File: src/rtl/phy_cfg_sequencer_if.sv
// Request/acknowledge bundle between phy_cfg_sequencer (master) and the
// MDIO frame engine (slave). The engine serialises each request into a frame
// and pulses mdio_ack for one cycle when that frame completes.
interface phy_cfg_sequencer_if;
    logic        mdio_req;
    logic        mdio_op;       // 0 = write, 1 = read
    logic [4:0]  mdio_phy_ad;
    logic [4:0]  mdio_reg_ad;
    logic [15:0] mdio_wdata;
    logic        mdio_ack;
    logic [15:0] mdio_rdata;

    modport master (
        output mdio_req, mdio_op, mdio_phy_ad, mdio_reg_ad, mdio_wdata,
        input  mdio_ack, mdio_rdata
    );

    modport slave (
        input  mdio_req, mdio_op, mdio_phy_ad, mdio_reg_ad, mdio_wdata,
        output mdio_ack, mdio_rdata
    );
endinterface

File: src/rtl/phy_cfg_sequencer.sv
// PHY bring-up command sequencer: soft reset, poll reset self-clear, write the
// control word, poll link status. Requests go to the MDIO frame engine over a
// req/ack handshake; all outputs are registered.
// Optional build macro PHY_ID_CHECK_EN: reads PHY ID registers 2/3 first and
// aborts with no_phy when both read back as all-ones (no PHY on the bus).
module phy_cfg_sequencer #(
    parameter logic [4:0]  PHY_ADDR  = 5'b10000,
    parameter logic [15:0] CTRL_WORD = 16'h1301,
    parameter int unsigned POLL_MAX  = 1000,
    parameter int unsigned POLL_GAP  = 5000
) (
    input  logic clk,
    input  logic rst_n,
    input  logic start,
    phy_cfg_sequencer_if.master mdio,
    output logic busy,
    output logic done,
    output logic link_up,
    output logic timeout_err
`ifdef PHY_ID_CHECK_EN
    ,
    output logic [31:0] phy_id,
    output logic        no_phy
`endif
);

    localparam logic [9:0]  POLL_LAST = 10'(POLL_MAX - 1);
    localparam logic [15:0] GAP_LAST  = 16'(POLL_GAP - 1);

    typedef enum logic [3:0] {
        S_IDLE,
        S_RST_WR,
        S_RST_POLL,
        S_RST_GAP,
        S_CFG_WR,
        S_LNK_POLL,
        S_LNK_GAP,
        S_DONE,
        S_ERR
`ifdef PHY_ID_CHECK_EN
        ,
        S_ID_HI,
        S_ID_LO
`endif
    } state_t;

    state_t      state_q;
    logic        req_q;
    logic        op_q;
    logic [4:0]  phy_ad_q;
    logic [4:0]  reg_ad_q;
    logic [15:0] wdata_q;
    logic        busy_q;
    logic        done_q;
    logic        link_up_q;
    logic        timeout_q;
    logic [9:0]  poll_cnt_q;
    logic [15:0] gap_cnt_q;
`ifdef PHY_ID_CHECK_EN
    logic [15:0] id_hi_q;
    logic [31:0] phy_id_q;
    logic        no_phy_q;
`endif

    // Frame completion is only meaningful while a request is outstanding.
    logic ack_d;
    always_comb begin
        ack_d = req_q & mdio.mdio_ack;
    end

    // Sequencer FSM. Request states raise req (with its fields) on the first
    // cycle req is low there, so one idle cycle always separates requests.
    // A GAP state raises the next poll read itself on expiry, which makes the
    // idle time between ack and the next req exactly POLL_GAP cycles.
    always_ff @(posedge clk or negedge rst_n) begin
        if (!rst_n) begin
            state_q    <= S_IDLE;
            req_q      <= 1'b0;
            op_q       <= 1'b0;
            phy_ad_q   <= '0;
            reg_ad_q   <= '0;
            wdata_q    <= '0;
            busy_q     <= 1'b0;
            done_q     <= 1'b0;
            link_up_q  <= 1'b0;
            timeout_q  <= 1'b0;
            poll_cnt_q <= '0;
            gap_cnt_q  <= '0;
`ifdef PHY_ID_CHECK_EN
            id_hi_q    <= '0;
            phy_id_q   <= '0;
            no_phy_q   <= 1'b0;
`endif
        end else begin
            case (state_q)
                S_IDLE: begin
                    if (start) begin
                        busy_q  <= 1'b1;
`ifdef PHY_ID_CHECK_EN
                        state_q <= S_ID_HI;
`else
                        state_q <= S_RST_WR;
`endif
                    end
                end

`ifdef PHY_ID_CHECK_EN
                S_ID_HI: begin
                    if (!req_q) begin
                        req_q    <= 1'b1;
                        op_q     <= 1'b1;
                        phy_ad_q <= PHY_ADDR;
                        reg_ad_q <= 5'd2;
                        wdata_q  <= '0;
                    end else if (ack_d) begin
                        req_q   <= 1'b0;
                        id_hi_q <= mdio.mdio_rdata;
                        state_q <= S_ID_LO;
                    end
                end

                S_ID_LO: begin
                    if (!req_q) begin
                        req_q    <= 1'b1;
                        op_q     <= 1'b1;
                        phy_ad_q <= PHY_ADDR;
                        reg_ad_q <= 5'd3;
                        wdata_q  <= '0;
                    end else if (ack_d) begin
                        req_q    <= 1'b0;
                        phy_id_q <= {id_hi_q, mdio.mdio_rdata};
                        if (id_hi_q == 16'hFFFF && mdio.mdio_rdata == 16'hFFFF) begin
                            no_phy_q <= 1'b1;
                            busy_q   <= 1'b0;
                            state_q  <= S_ERR;
                        end else begin
                            state_q  <= S_RST_WR;
                        end
                    end
                end
`endif

                S_RST_WR: begin
                    if (!req_q) begin
                        req_q    <= 1'b1;
                        op_q     <= 1'b0;
                        phy_ad_q <= PHY_ADDR;
                        reg_ad_q <= 5'd0;
                        wdata_q  <= 16'h8000;
                    end else if (ack_d) begin
                        req_q      <= 1'b0;
                        poll_cnt_q <= '0;
                        state_q    <= S_RST_POLL;
                    end
                end

                S_RST_POLL: begin
                    if (!req_q) begin
                        req_q    <= 1'b1;
                        op_q     <= 1'b1;
                        phy_ad_q <= PHY_ADDR;
                        reg_ad_q <= 5'd0;
                        wdata_q  <= '0;
                    end else if (ack_d) begin
                        req_q <= 1'b0;
                        if (!mdio.mdio_rdata[15]) begin
                            state_q <= S_CFG_WR;
                        end else if (poll_cnt_q == POLL_LAST) begin
                            busy_q    <= 1'b0;
                            timeout_q <= 1'b1;
                            state_q   <= S_ERR;
                        end else begin
                            poll_cnt_q <= poll_cnt_q + 10'd1;
                            gap_cnt_q  <= GAP_LAST;
                            state_q    <= S_RST_GAP;
                        end
                    end
                end

                S_RST_GAP: begin
                    if (gap_cnt_q == '0) begin
                        req_q    <= 1'b1;
                        op_q     <= 1'b1;
                        phy_ad_q <= PHY_ADDR;
                        reg_ad_q <= 5'd0;
                        wdata_q  <= '0;
                        state_q  <= S_RST_POLL;
                    end else begin
                        gap_cnt_q <= gap_cnt_q - 16'd1;
                    end
                end

                S_CFG_WR: begin
                    if (!req_q) begin
                        req_q    <= 1'b1;
                        op_q     <= 1'b0;
                        phy_ad_q <= PHY_ADDR;
                        reg_ad_q <= 5'd0;
                        wdata_q  <= CTRL_WORD;
                    end else if (ack_d) begin
                        req_q      <= 1'b0;
                        poll_cnt_q <= '0;
                        state_q    <= S_LNK_POLL;
                    end
                end

                S_LNK_POLL: begin
                    if (!req_q) begin
                        req_q    <= 1'b1;
                        op_q     <= 1'b1;
                        phy_ad_q <= PHY_ADDR;
                        reg_ad_q <= 5'd1;
                        wdata_q  <= '0;
                    end else if (ack_d) begin
                        req_q <= 1'b0;
                        if (mdio.mdio_rdata[2]) begin
                            link_up_q <= 1'b1;
                            done_q    <= 1'b1;
                            busy_q    <= 1'b0;
                            state_q   <= S_DONE;
                        end else if (poll_cnt_q == POLL_LAST) begin
                            busy_q    <= 1'b0;
                            timeout_q <= 1'b1;
                            state_q   <= S_ERR;
                        end else begin
                            poll_cnt_q <= poll_cnt_q + 10'd1;
                            gap_cnt_q  <= GAP_LAST;
                            state_q    <= S_LNK_GAP;
                        end
                    end
                end

                S_LNK_GAP: begin
                    if (gap_cnt_q == '0) begin
                        req_q    <= 1'b1;
                        op_q     <= 1'b1;
                        phy_ad_q <= PHY_ADDR;
                        reg_ad_q <= 5'd1;
                        wdata_q  <= '0;
                        state_q  <= S_LNK_POLL;
                    end else begin
                        gap_cnt_q <= gap_cnt_q - 16'd1;
                    end
                end

                S_DONE, S_ERR: begin
                    if (start) begin
                        done_q    <= 1'b0;
                        link_up_q <= 1'b0;
                        timeout_q <= 1'b0;
`ifdef PHY_ID_CHECK_EN
                        no_phy_q  <= 1'b0;
`endif
                        busy_q    <= 1'b1;
                        state_q   <= S_RST_WR;
                    end
                end

                default: begin
                    state_q <= S_IDLE;
                end
            endcase
        end
    end

    assign mdio.mdio_req    = req_q;
    assign mdio.mdio_op     = op_q;
    assign mdio.mdio_phy_ad = phy_ad_q;
    assign mdio.mdio_reg_ad = reg_ad_q;
    assign mdio.mdio_wdata  = wdata_q;
    assign busy             = busy_q;
    assign done             = done_q;
    assign link_up          = link_up_q;
    assign timeout_err      = timeout_q;
`ifdef PHY_ID_CHECK_EN
    assign phy_id           = phy_id_q;
    assign no_phy           = no_phy_q;
`endif

endmodule

File: src/flat_wrapper.sv
// flat-port wrapper written by rule: the top's interface ports become plain ports
module phy_cfg_sequencer_flat 
#(
    parameter logic [4:0]  PHY_ADDR  = 5'b10000,
    parameter logic [15:0] CTRL_WORD = 16'h1301,
    parameter int unsigned POLL_MAX  = 1000,
    parameter int unsigned POLL_GAP  = 5000
)
  (clk, rst_n, start, busy, done, link_up, timeout_err, mdio_mdio_req, mdio_mdio_op, mdio_mdio_phy_ad, mdio_mdio_reg_ad, mdio_mdio_wdata, mdio_mdio_ack, mdio_mdio_rdata);
  phy_cfg_sequencer_if mdio_i ();
  input  logic clk;
  input  logic rst_n;
  input  logic start;
  output logic busy;
  output logic done;
  output logic link_up;
  output logic timeout_err;
  output wire logic [$bits(mdio_i.mdio_req)-1:0] mdio_mdio_req;
  output wire logic [$bits(mdio_i.mdio_op)-1:0] mdio_mdio_op;
  output wire logic [$bits(mdio_i.mdio_phy_ad)-1:0] mdio_mdio_phy_ad;
  output wire logic [$bits(mdio_i.mdio_reg_ad)-1:0] mdio_mdio_reg_ad;
  output wire logic [$bits(mdio_i.mdio_wdata)-1:0] mdio_mdio_wdata;
  input wire logic [$bits(mdio_i.mdio_ack)-1:0] mdio_mdio_ack;
  input wire logic [$bits(mdio_i.mdio_rdata)-1:0] mdio_mdio_rdata;
  assign mdio_mdio_req = mdio_i.mdio_req;
  assign mdio_mdio_op = mdio_i.mdio_op;
  assign mdio_mdio_phy_ad = mdio_i.mdio_phy_ad;
  assign mdio_mdio_reg_ad = mdio_i.mdio_reg_ad;
  assign mdio_mdio_wdata = mdio_i.mdio_wdata;
  assign mdio_i.mdio_ack = mdio_mdio_ack;
  assign mdio_i.mdio_rdata = mdio_mdio_rdata;
  phy_cfg_sequencer #(.PHY_ADDR(PHY_ADDR), .CTRL_WORD(CTRL_WORD), .POLL_MAX(POLL_MAX), .POLL_GAP(POLL_GAP)) u_core (.clk(clk), .rst_n(rst_n), .start(start), .mdio(mdio_i), .busy(busy), .done(done), .link_up(link_up), .timeout_err(timeout_err));
endmodule
File: config.mk
export PLATFORM = sky130hd
export DESIGN_NAME = phy_cfg_sequencer_flat
export DESIGN_NICKNAME = d
export VERILOG_FILES = /design/src/rtl/phy_cfg_sequencer_if.sv /design/src/rtl/phy_cfg_sequencer.sv /design/src/flat_wrapper.sv
export SDC_FILE = /design/constraint.sdc
export NUM_CORES = 1
export LEC_CHECK = 0
export BUFFER_PORTS_ARGS = -buffer_cell sky130_fd_sc_hd__buf_2
export CAP_MARGIN = 20
export CORE_MARGIN = 5
export CORE_UTILIZATION = 35
export DETAILED_ROUTE_END_ITERATION = 8
export PLACE_DENSITY = 0.65
export SYNTH_ARGS = -nofsm -noshare
export SYNTH_HDL_FRONTEND = slang
export SYNTH_SLANG_ARGS = --single-unit
File: constraint.sdc
create_clock -name clk -period 2.3 [get_ports clk]
set_clock_uncertainty 0.05 [all_clocks]
set_input_delay 0.46 -clock clk [delete_from_list [all_inputs] [get_ports clk]]
set_output_delay 0.46 -clock clk [all_outputs]
set_load 0.05 [all_outputs]
==> results of run 1 <==
worst reg2reg max path, cell delays in order, from the launching register on:
cell and delay (ps):
dfrtp_1 460, buf_12 180, or4b_1 520, a21oi_4 200, o21bai_1 200, buf_4 240, nor3_1 70, a22o_1 180
cell usage after synthesis (2+ instances only):
master / number / share of area [%]
nor2b_1: 6 / 1.5
or4_1: 2 / 0.58
nand3_1: 9 / 1.7
mux2_2: 7 / 3.0
or3_1: 3 / 0.73
ha_1: 2 / 0.97
nand2b_1: 3 / 0.73
nor2_1: 18 / 2.6
nor3_1: 17 / 3.3
and2_2: 2 / 0.58
o21ba_2: 3 / 1.2
a21o_1: 2 / 0.58
and2b_2: 2 / 0.68
xnor2_1: 4 / 1.4
dfrtp_1: 39 / 38
nor3b_1: 3 / 0.87
a31oi_1: 7 / 1.7
nand2_1: 16 / 2.3
a22o_1: 3 / 1.0
o22ai_1: 3 / 0.73
nand3b_1: 2 / 0.58
o21ai_0: 15 / 2.9
o41ai_1: 5 / 1.7
a211o_1: 2 / 0.68
buf_6: 3 / 1.3
clkbuf_8: 2 / 1.1
inv_1: 6 / 0.87
a21oi_1: 20 / 3.9
nor4_1: 3 / 0.73
buf_4: 26 / 7.6
a32o_1: 2 / 0.77
nand4b_1: 2 / 0.68
buf_2: 2 / 0.39
and3_1: 5 / 1.2
state kept, by name, indices dropped and copies added (netlist names):
name / cells
u_core.mdio.mdio_phy_ad: 1
u_core.mdio.mdio_op: 1
u_core.mdio.mdio_wdata: 2
u_core.timeout_err: 1
u_core.busy: 1
u_core.mdio.mdio_reg_ad: 1
u_core.mdio.mdio_req: 1
u_core.poll_cnt_q: 10
u_core.gap_cnt_q: 16
u_core.state_q: 4
u_core.done: 1
cell families after synthesis:
group / count (synthesis) / share of synthesized area [%]
AO/OA/AOI/OAI: 78 / 21.4
XOR/XNOR: 4 / 1.36
adder cells (fa/ha/maj): 2 / 0.968
buffers and inverters: 40 / 11.3
flip-flops: 39 / 37.8
multiplexers: 8 / 3.44
other: 1 / 0.145
AND/OR/NAND/NOR: 105 / 23.6
layout make-up:
cell class              instances  share of cell area [%]
multi-input cells             216                    48.9
flip-flops and latches         39                    33.4
repair buffers                 43                    9.91
well taps                      99                    4.23
clock buffers                   7                    2.61
inverters                       6                   0.769
clock inverters                 1                   0.171
layout by cell type (no fill, tap or decap), types with 4 or more instances in the layout:
cell and count:
dfrtp_1 37, buf_4 24, a21oi_1 19, conb_1 19, nor2_1 18, buf_2 18, nor3_1 16, o21ai_0 15
nand2_1 15, nand3_1 9, mux2_2 7, a31oi_1 7, inv_1 6, nor2b_1 6, and3_1 5, clkbuf_8 5
xnor2_1 4
routing by layer:
layer,track usage (%),routed length [µm],up-vias
met2,22.2,2960,44
met3,3.05,224,6
met1,18.0,2650,1054
li1,-,-,1055
met4,4.27,55,0
met5,0,0,-
final timing paths:
check / endpoint / slack (ps) / cells past startpoint
max: u_core.gap_cnt_q[7]$_DFFE_PN0P_ / 110 / 7
min: u_core.gap_cnt_q[5]$_DFFE_PN0P_ / 90 / 1
max reg2reg: u_core.gap_cnt_q[7]$_DFFE_PN0P_ / 110 / 7
min reg2reg: u_core.mdio.mdio_phy_ad[4]$_DFFE_PN0P_ / 420 / 1
max in group asynchronous: u_core.state_q[0]$_DFFE_PN0P_ / 1540 / 2
min in group clk: u_core.mdio.mdio_phy_ad[4]$_DFFE_PN0P_ / 420 / 1
power by group through the flow:
| stage | Combinational [mW] | Clock [mW] | Sequential [mW] |
|---|---|---|---|
| 5_1_grt | 2.63 | 0.506 | 1.17 |
| 2_1_floorplan | 1.65 | 0 | 1.22 |
| 3_3_place_gp | 2.28 | 0 | 1.12 |
| 3_5_place_dp | 2.31 | 0 | 1.13 |
| 6_report | 2.39 | 0.455 | 1.13 |
| 4_1_cts | 2.32 | 0.468 | 1.12 |
what timing repair did:
| item | 4_1_cts | 5_1_grt |
|---|---|---|
| endpoints found under the hold margin | 0 | 0 |
| resized for setup | 0 | 10 |
| setup endpoints to repair | 0 | 14 |
| hold buffers | 0 | 0 |
==> results.ini, run 1 <==
[outcome]
status = finished clean

[route]
dr_total_vias = 2159
drtIter0Drc = 81
drtPass1Iterations = 4
ant_nets = 0
totalWireLength_um = 5890
viasPerCell = 5.25
drcViolationCount = 0
wl_per_cell_um = 14.3

[cts]
cts_tree = yes
numCtsBuffers = 5
cts_setup_buffers = 0
cts_buffer_depth = 2
path_clk_slew_ps = 80
root_buffer = clkbuf_8
clk_latency_ps = 290
htree_levels = 2
cts.sinks = 39

[power]
p_leak_nw = 1.28
power.total_mw = 3.97
p_switching_mw = 1.92
ir_worst_vdd_uv = 553
powerDensity_nw_per_um2 = 1360
p_sw_share_pct = 48.4
p_clk_share_pct = 11.4
p_comb_share_pct = 60.1
seqPwrFrac_pct = 28.4
internal_power_mw = 2.05

[synth]
syn_inst = 277
synthArstFlopShare_pct = 100
netlist_area_um2 = 2580
yosysSeqAreaShare_pct = 37.8
synth_edf_count = 0
syn_area_per_cell_um2 = 9.33
yosys.cell_types.count = 65
yosys_warnings = 0
ys_ff_latch = 39
synth-main-ff-cell = dfrtp_1

[worst_setup_path]
path_delay_family = simple AND/OR/NAND/NOR gates
cpPeakStageDelay_ps = 520
cp_slowest_cell = or4b_1
worstPathRequired_ps = 2430
endpoint_kind = flop
crit_type = flop to flop
r2r-start = u_core.state_q[2]$_DFFE_PN0P_
crit_buf_inv = 2
start_kind = flop
cp_max_fo = 13
cp-startpoint = u_core.state_q[2]$_DFFE_PN0P_
crit_chain = buf_12 -> or4b_1 -> a21oi_4 -> o21bai_1 -> buf_4 -> nor3_1 -> a22o_1
crit_arrival_ps = 2330

[final_layout]
instances_no_fill = 411
fill_cells = 736
layout-area-overhead-vs-synth_pct = 13.3
seqCellArea_um2 = 978
design.final.nets = 333
finalInstanceArea_um2 = 2930
diodes = 0
drive_above_1_share_pct = 27.6
multi_input_area_um2 = 1430
final_util_pct = 40.6

[timing]
worst_pin_slew_ps = 533
period_minus_slack_ps = 2190
timing.final.crit_share_pct = 95.3
fin_setup_tns_ps = 0
setup_viol = 0
fin_ws_ps = 109
slew_violations = 0
max_freq_ghz = 0.456
final-hold-violation-count = 0
hold_slack_ps = 89.3
rsz0062_at_grt = no
slew_headroom_pct = 64.5

[floorplanning]
io_pins = 52
die_h_um = 95.9
die_w_um = 95.9
core_um2 = 7210
rows = 31
die-area_um2 = 9200
start_util_pct = 35.8

[placed_design]
place_inst = 403
place_area_um2 = 2800
dp_hpwl_um = 4370
io_buffers = 18
gp_routability_congestion = 0.855
place_ws_ps = 49.0

[global_routing]
grt_pass1_vias = 2008
overflow = 0
grt_usage_pct = 13.6
grt_start_max_net_pins = 24
grt_pass1_wl_um = 9920
grt_antenna_before_repair = 0

[run]
cap_violations = 0

[min_path]
min_path_type = input port to async pin

Note: power is estimated with default switching activity, not from simulation.
==> run 2, diff against run 1 <==
--- a/config.mk
+++ b/config.mk
@@ -5,6 +5,7 @@
 export SDC_FILE = /design/constraint.sdc
 export NUM_CORES = 1
 export LEC_CHECK = 0
+export ABC_AREA = 1
 export BUFFER_PORTS_ARGS = -buffer_cell sky130_fd_sc_hd__buf_2
 export CAP_MARGIN = 20
 export CORE_MARGIN = 5
==> run 2 against run 1 <==
Combinational power down 8.8%; final cell count is 29% higher; global-route usage down 1.5 points; non-clock buffer count fell by 21; sequential power decreased by 4%; power down 4.8%; worst hold slack got worse by 37 ps; sequential cell count did not move; routed wire length is 0.90% lower; worst setup slack gained 170 ps; critical path type unchanged; first-iteration DRC count increased by 27%.
==> results.ini, run 2 <==
[outcome]
status = finished clean  ; unchanged

[final_layout]
design.final.nets = 448  ; was 333
drive_above_1_share_pct = 14.3  ; was 27.6%
final_cell_mix = 139 x nand2_1, 51 x nor2_1, 45 x nand3_1, 39 x dfrtp_1, 27 x inv_1  ; was 37 x dfrtp_1, 24 x buf_4, 19 x a21oi_1, 19 x conb_1
final_util_pct = 38.7  ; was 40.6%
reg_top3 = u_core.gap_cnt_q x16, u_core.poll_cnt_q x10, u_core.state_q x4  ; unchanged
diodes = 0  ; unchanged
layout_commonest_cell = nand2_1  ; was dfrtp_1
fill_cells = 823  ; was 736
seqCellArea_um2 = 976  ; was 978 µm²
top_register = u_core.gap_cnt_q  ; unchanged
layout-area-overhead-vs-synth_pct = 7.13  ; was 13.3%
largest_reg_flops = 16  ; unchanged
multi_input_area_um2 = 1560  ; was 1430 µm²

[cts]
path_clk_slew_ps = 80  ; about the same
cts_buffer_depth = 2  ; unchanged
cts.sinks = 39  ; unchanged
clk_latency_ps = 290  ; about the same
htree_levels = 2  ; unchanged
cts_setup_buffers = 0  ; unchanged
cts_resized = 0  ; unchanged
numCtsBuffers = 5  ; unchanged
hold_buffers = 0  ; unchanged
root_buffer = clkbuf_8  ; unchanged
cts_tree = yes  ; unchanged

[min_path]
min_path_type = input port to async pin  ; unchanged

[worst_setup_path]
crit_path_frequent_cell = nor2_2
cp_max_fo = 14  ; was 13
cp_slowest_cell = dfrtp_1  ; was or4b_1
crit_chain = nor2_2 -> nand2_2 -> nand2_2 -> nor2_2 -> nor2_2 -> nand3_4 -> inv_2 -> nand2_1 -> nand2_1  ; was buf_12 -> or4b_1 -> a21oi_4 -> o21bai_1 -> buf_4 -> nor3_1 -> a22o_1
cpPeakStageDelay_ps = 460  ; was 520 ps
crit_arrival_ps = 2200  ; was 2330 ps
start_kind = flop  ; unchanged
worstPathRequired_ps = 2480  ; was 2430 ps
crit_type = flop to flop  ; unchanged
endpoint_kind = flop  ; unchanged

[floorplanning]
core_um2 = 7770  ; was 7210 µm²
die-area_um2 = 9920  ; was 9200 µm²
rows = 32  ; was 31
start_util_pct = 36.2  ; was 35.8%
die_h_um = 99.6  ; was 95.9 µm
die_w_um = 99.6  ; was 95.9 µm
io_pins = 52  ; unchanged

[synth]
yosys.cell_count.top_type = nand2_1  ; was dfrtp_1
synth_edf_count = 0  ; unchanged
yosysSeqAreaShare_pct = 34.7  ; was 37.8%
synth-main-ff-cell = dfrtp_1  ; unchanged
synth_top_area_share_pct = 34.7  ; was 37.8%
ys_ff_latch = 39  ; unchanged
netlist_area_um2 = 2810  ; was 2580 µm²
synthTopCellsByArea = dfrtp_1 35%, nand2_1 19%, nand3_1 8.0%  ; was dfrtp_1 38%, buf_4 7.6%, a21oi_1 3.9%
syn_area_per_cell_um2 = 6.88  ; was 9.33 µm²
yosys-top-cells-count = 139 x nand2_1, 51 x nor2_1, 45 x nand3_1, 39 x dfrtp_1, 27 x inv_1  ; was 39 x dfrtp_1, 26 x buf_4, 20 x a21oi_1, 18 x nor2_1, 17 x nor3_1
yosys_warnings = 0  ; unchanged
synthArstFlopShare_pct = 100  ; unchanged
syn_inst = 408  ; was 277
yosys.cell_types.count = 31  ; was 65
yosysTopAreaCell = dfrtp_1  ; unchanged

[global_routing]
grt_pass1_vias = 2273  ; was 2008
grt_pass1_wl_um = 10000  ; was 9920 µm
grt_antenna_before_repair = 0  ; unchanged
grt_start_max_net_pins = 23  ; was 24
grt_usage_pct = 12.2  ; was 13.6%
overflow = 0  ; unchanged

[timing]
max_freq_ghz = 0.495  ; was 0.456 GHz
fin_ws_ps = 281  ; was 109 ps
period_minus_slack_ps = 2020  ; was 2190 ps
fin_setup_tns_ps = 0  ; unchanged
final-hold-violation-count = 0  ; unchanged
timing.final.crit_share_pct = 87.8  ; was 95.3%
setup_viol = 0  ; unchanged
slew_violations = 0  ; unchanged
rsz0062_at_grt = no  ; unchanged

[power]
p_leak_nw = 1.51  ; was 1.28 nW
powerDensity_nw_per_um2 = 1260  ; was 1360 nW/µm²
power.total_mw = 3.78  ; was 3.97 mW
ir_worst_vdd_uv = 332  ; was 553 µV

[placed_design]
dp_hpwl_um = 4380  ; was 4370 µm
io_buffers = 18  ; unchanged
gp_routability_congestion = 0.826  ; was 0.855
place_ws_ps = 298  ; was 49.0 ps

[route]
wl_per_cell_um = 11.0  ; was 14.3 µm
ant_nets = 0  ; unchanged
drtPass1Iterations = 4  ; unchanged
totalWireLength_um = 5840  ; was 5890 µm
viasPerCell = 4.60  ; was 5.25
drcViolationCount = 0  ; unchanged
dr_total_vias = 2434  ; was 2159
drtIter0Drc = 103  ; was 81

[run]
cap_violations = 0  ; unchanged

==> run 2: cell count changes in the layout (fill, tap and decap cells not counted), moves of 14 or more <==
| cell | delta |
|---|---|
| nand3_1 | +36 |
| nor3_1 | -14 |
| a21oi_1 | -15 |
| nand2_1 | +124 |
| buf_4 | -21 |
| nor2_1 | +33 |
| inv_1 | +21 |
==> run 2: kinds of logic (layout without fill, tap and decap cells) <==
kind of cell / after synthesis / in the layout / share of synthesized area (%)
compound gates: 30 / 30 / 6.41
fa+ha+maj: 2 / 2 / 0.891
xor+xnor: 10 / 10 / 3.12
flops: 39 / 39 / 34.7
simple gates: 266 / 266 / 42.4
other cells: 1 / 19 / 0.134
buf+inv: 60 / 61 / 12.2
==> run 2: path summary, 6_finish.rpt <==
check / start / end / slack [ps] / cells past startpoint
max in group asynchronous: rst_n / u_core.gap_cnt_q[11]$_DFFE_PN0P_ / 1670 / 2
worst max register to register: u_core.state_q[3]$_DFFE_PN0P_ / u_core.poll_cnt_q[5]$_DFFE_PN0P_ / 280 / 9
worst min-delay path: rst_n / u_core.done$_DFFE_PN0P_ / 50 / 1
worst max-delay path: u_core.state_q[3]$_DFFE_PN0P_ / u_core.poll_cnt_q[5]$_DFFE_PN0P_ / 280 / 9
min in group clk: u_core.mdio.mdio_phy_ad[4]$_DFFE_PN0P_ / u_core.mdio.mdio_phy_ad[4]$_DFFE_PN0P_ / 410 / 2
worst min register to register: u_core.mdio.mdio_phy_ad[4]$_DFFE_PN0P_ / u_core.mdio.mdio_phy_ad[4]$_DFFE_PN0P_ / 410 / 2
==> run 2: metrics by stage <==
step                      hold slack (ps)  area (µm²)  cells
final                                52.2        3010    529
after floorplan                       114        2880    426
after CTS                            58.8        3010    529
after global routing                 75.0        3010    529
after detailed placement              380        2910    521
after global placement                376        2910    521
==> run 2: layout make-up <==
cell class	instances	share of cell area, %
inverters	31	3.87
repair buffers	22	4.41
flip-flops and latches	39	32.4
well taps	102	4.24
clock buffers	8	3.33
multi-input cells	327	51.7
==> run 2: worst max-delay path, delay by kind of cell (launching register included) <==
kind,cells,cell delay (ps)
flops,1,460
buf+inv,1,180
simple gates,8,1250
==> run 2: report_power, final <==
part | internal, mW | switching (mW) | total (mW)
logic | 0.626 | 1.56 | 2.18
clock network | 0.274 | 0.246 | 0.521
registers | 0.879 | 0.198 | 1.08
total | 1.78 | 2.00 | 3.78
==> run 2: layer usage <==
layer / global-route usage [%] / vias to the layer above / wire, µm
met4: 3.57 / 0 / 64
met3: 2.81 / 4 / 234
met1: 15.1 / 1101 / 2710
met2: 21.1 / 45 / 2830
met5: 0 / - / 0
li1: - / 1284 / -
==> run 3, diff against run 2 <==
--- a/config.mk
+++ b/config.mk
@@ -9,9 +9,9 @@
 export BUFFER_PORTS_ARGS = -buffer_cell sky130_fd_sc_hd__buf_2
 export CAP_MARGIN = 20
 export CORE_MARGIN = 5
-export CORE_UTILIZATION = 35
+export CORE_UTILIZATION = 49
 export DETAILED_ROUTE_END_ITERATION = 8
-export PLACE_DENSITY = 0.65
+export PLACE_DENSITY = 0.83
 export SYNTH_ARGS = -nofsm -noshare
 export SYNTH_HDL_FRONTEND = slang
 export SYNTH_SLANG_ARGS = --single-unit
==> run 3 against run 2 <==
Via count is 2.7% higher; global-route usage is 4.8 points higher; non-clock buffer count is 2 higher; largest cell class unchanged; largest power group unchanged.
==> results.ini, run 3 (synthesis gave the netlist of run 2 again) <==
[outcome]
status = finished clean  ; unchanged

[worst_setup_path]
cp_slowest_cell = dfrtp_1  ; unchanged
cpPeakStageDelay_ps = 450  ; was 460 ps
r2r-start = u_core.state_q[3]$_DFFE_PN0P_  ; unchanged
cp_max_fo = 14  ; unchanged
endpoint_kind = flop  ; unchanged
crit_type = flop to flop  ; unchanged
worstRegToRegCells = 9  ; unchanged
worstSetupPathDepth = 9  ; unchanged
crit_buf_inv = 1  ; unchanged
crit_path_frequent_cell = nor2_2  ; unchanged
path_delay_family = simple AND/OR/NAND/NOR gates  ; unchanged
worstPathRequired_ps = 2490  ; was 2480 ps
cp-startpoint = u_core.state_q[3]$_DFFE_PN0P_  ; unchanged
crit_chain = nor2_2 -> nand2_2 -> nand2_2 -> nor2_2 -> nor2_2 -> nand3_4 -> inv_2 -> nand2_1 -> nand2_1  ; unchanged
start_kind = flop  ; unchanged
crit_arrival_ps = 2200  ; about the same

[placed_design]
io_buffers = 18  ; unchanged
dp_hpwl_um = 4350  ; was 4380 µm
gp_routability_congestion = 0.866  ; was 0.826

[route]
viasPerCell = 4.99  ; was 4.60
wl_per_cell_um = 11.7  ; was 11.0 µm
dr_total_vias = 2499  ; was 2434
drtPass1Iterations = 5  ; was 4
drcViolationCount = 0  ; unchanged
drtIter0Drc = 154  ; was 103
ant_nets = 0  ; unchanged
totalWireLength_um = 5880  ; was 5840 µm

[cts]
cts_resized = 0  ; unchanged
hold_buffers = 1  ; was 0
htree_levels = 2  ; unchanged
path_clk_slew_ps = 80  ; about the same
numCtsBuffers = 5  ; unchanged
cts_buffer_depth = 2  ; unchanged
clk_latency_ps = 300  ; was 290 ps
cts_tree = yes  ; unchanged
cts.sinks = 39  ; unchanged
root_buffer = clkbuf_8  ; unchanged
cts_setup_buffers = 0  ; unchanged

[power]
p_switching_mw = 2.03  ; was 2.00 mW
p_comb_share_pct = 55.6  ; was 57.7%
p_sw_share_pct = 51.1  ; was 52.9%
seqPwrFrac_pct = 27.2  ; was 28.5%
powerDensity_nw_per_um2 = 1320  ; was 1260 nW/µm²
ir_worst_vdd_uv = 519  ; was 332 µV
internal_power_mw = 1.94  ; was 1.78 mW
p_leak_nw = 1.53  ; was 1.51 nW
p_clk_share_pct = 17.2  ; was 13.8%

[floorplanning]
die_h_um = 85.7  ; was 99.6 µm
rows = 27  ; was 32
core_um2 = 5540  ; was 7770 µm²
io_pins = 52  ; unchanged
die_w_um = 85.7  ; was 99.6 µm
start_util_pct = 50.7  ; was 36.2%
die-area_um2 = 7350  ; was 9920 µm²

[run]
cap_violations = 0  ; unchanged

[final_layout]
final_cell_mix = 139 x nand2_1, 51 x nor2_1, 45 x nand3_1, 39 x dfrtp_1, 27 x inv_1  ; unchanged
design.final.nets = 450  ; was 448
layout_commonest_cell = nand2_1  ; unchanged
diodes = 0  ; unchanged
layout-area-overhead-vs-synth_pct = 7.13  ; unchanged
top_register = u_core.gap_cnt_q  ; unchanged
largest_reg_flops = 16  ; unchanged
reg_top3 = u_core.gap_cnt_q x16, u_core.poll_cnt_q x10, u_core.state_q x4  ; unchanged
drive_above_1_share_pct = 14.5  ; was 14.3%

[global_routing]
grt_pass1_wl_um = 10300  ; was 10000 µm
grt_usage_pct = 17.0  ; was 12.2%
grt_antenna_before_repair = 0  ; unchanged
grt_start_max_net_pins = 20  ; was 23
overflow = 0  ; unchanged
grt_pass1_vias = 2335  ; was 2273

[timing]
rsz0062_at_grt = no  ; unchanged
max_freq_ghz = 0.497  ; was 0.495 GHz
timing.final.crit_share_pct = 87.5  ; was 87.8%
slew_violations = 0  ; unchanged
fin_setup_tns_ps = 0  ; unchanged
final-hold-violation-count = 0  ; unchanged
setup_viol = 0  ; unchanged
period_minus_slack_ps = 2010  ; was 2020 ps
hold_slack_ps = 417  ; was 52.2 ps

[min_path]
whs_path_depth = 2
min_path_type = flop to flop  ; was input port to async pin
hold_path.startpoint = u_core.mdio.mdio_phy_ad[4]$_DFFE_PN0P_

==> run 3: cell types whose count changed in the layout (fill, tap and decap cells not counted) <==
cell and delta:
buf_4 +2, bufinv_16 +2, dlygate4sd3_1 +1, buf_12 -1
clkbuf_8 -2
==> run 3: final timing paths <==
check / end / slack, ps
setup / recovery: u_core.poll_cnt_q[9]$_DFFE_PN0P_ / 290
min in group asynchronous: u_core.poll_cnt_q[5]$_DFFE_PN0P_ / 500
max in group asynchronous: u_core.gap_cnt_q[15]$_DFFE_PN0P_ / 1180
setup reg to reg: u_core.poll_cnt_q[9]$_DFFE_PN0P_ / 290
hold / removal: u_core.mdio.mdio_phy_ad[4]$_DFFE_PN0P_ / 420
hold reg to reg: u_core.mdio.mdio_phy_ad[4]$_DFFE_PN0P_ / 420
==> run 3: tightest hold or removal path, stage by stage (launching register included) <==
cell	delay, ps
dfrtp_1	340
inv_1	40
nand2_1	50
==> run 3: layout make-up <==
type                            instances  area (µm²)
Fill cell                             525        2530
Multi-Input combinational cell        327        1560
Sequential cell                        39         976
Timing Repair Buffer                   24         138
Inverter                               31         116
Tap cell                               72        90.1
Clock buffer                            6        72.6
Clock inverter                          2        60.1
==> run 3: routing by layer <==
layer	GRT usage [%]	wire (µm)	vias to the layer above	share of wire, %
met5	0	0	-	0
met4	5.32	91	0	1.5
met3	3.65	318	13	5.4
met2	28.3	2760	73	47
met1	21.9	2700	1125	46
li1	-	-	1288	-
==> run 3: power groups by stage <==
stage	registers (mW)	clock network [mW]	logic (mW)
6_report	1.08	0.684	2.20
5_1_grt	1.11	0.728	2.47
4_1_cts	1.08	0.694	2.21
3_5_place_dp	1.09	0	2.19
3_3_place_gp	1.08	0	2.11
2_1_floorplan	1.22	0	1.74
==> run 3: stage by stage <==
stage / util [%] / setup WS (ps) / cell area (µm²) / total power [mW] / std cells
after floorplan: - / 381 / 2880 / 2.95 / 426
after global placement: 51.7 / 388 / 2870 / 3.19 / 492
after detailed placement: 51.7 / 314 / 2870 / 3.28 / 492
after CTS: 54.3 / 279 / 3010 / 3.98 / 501
after global routing: 54.3 / 123 / 3010 / 4.31 / 501
final: 54.3 / 288 / 3010 / 3.97 / 501
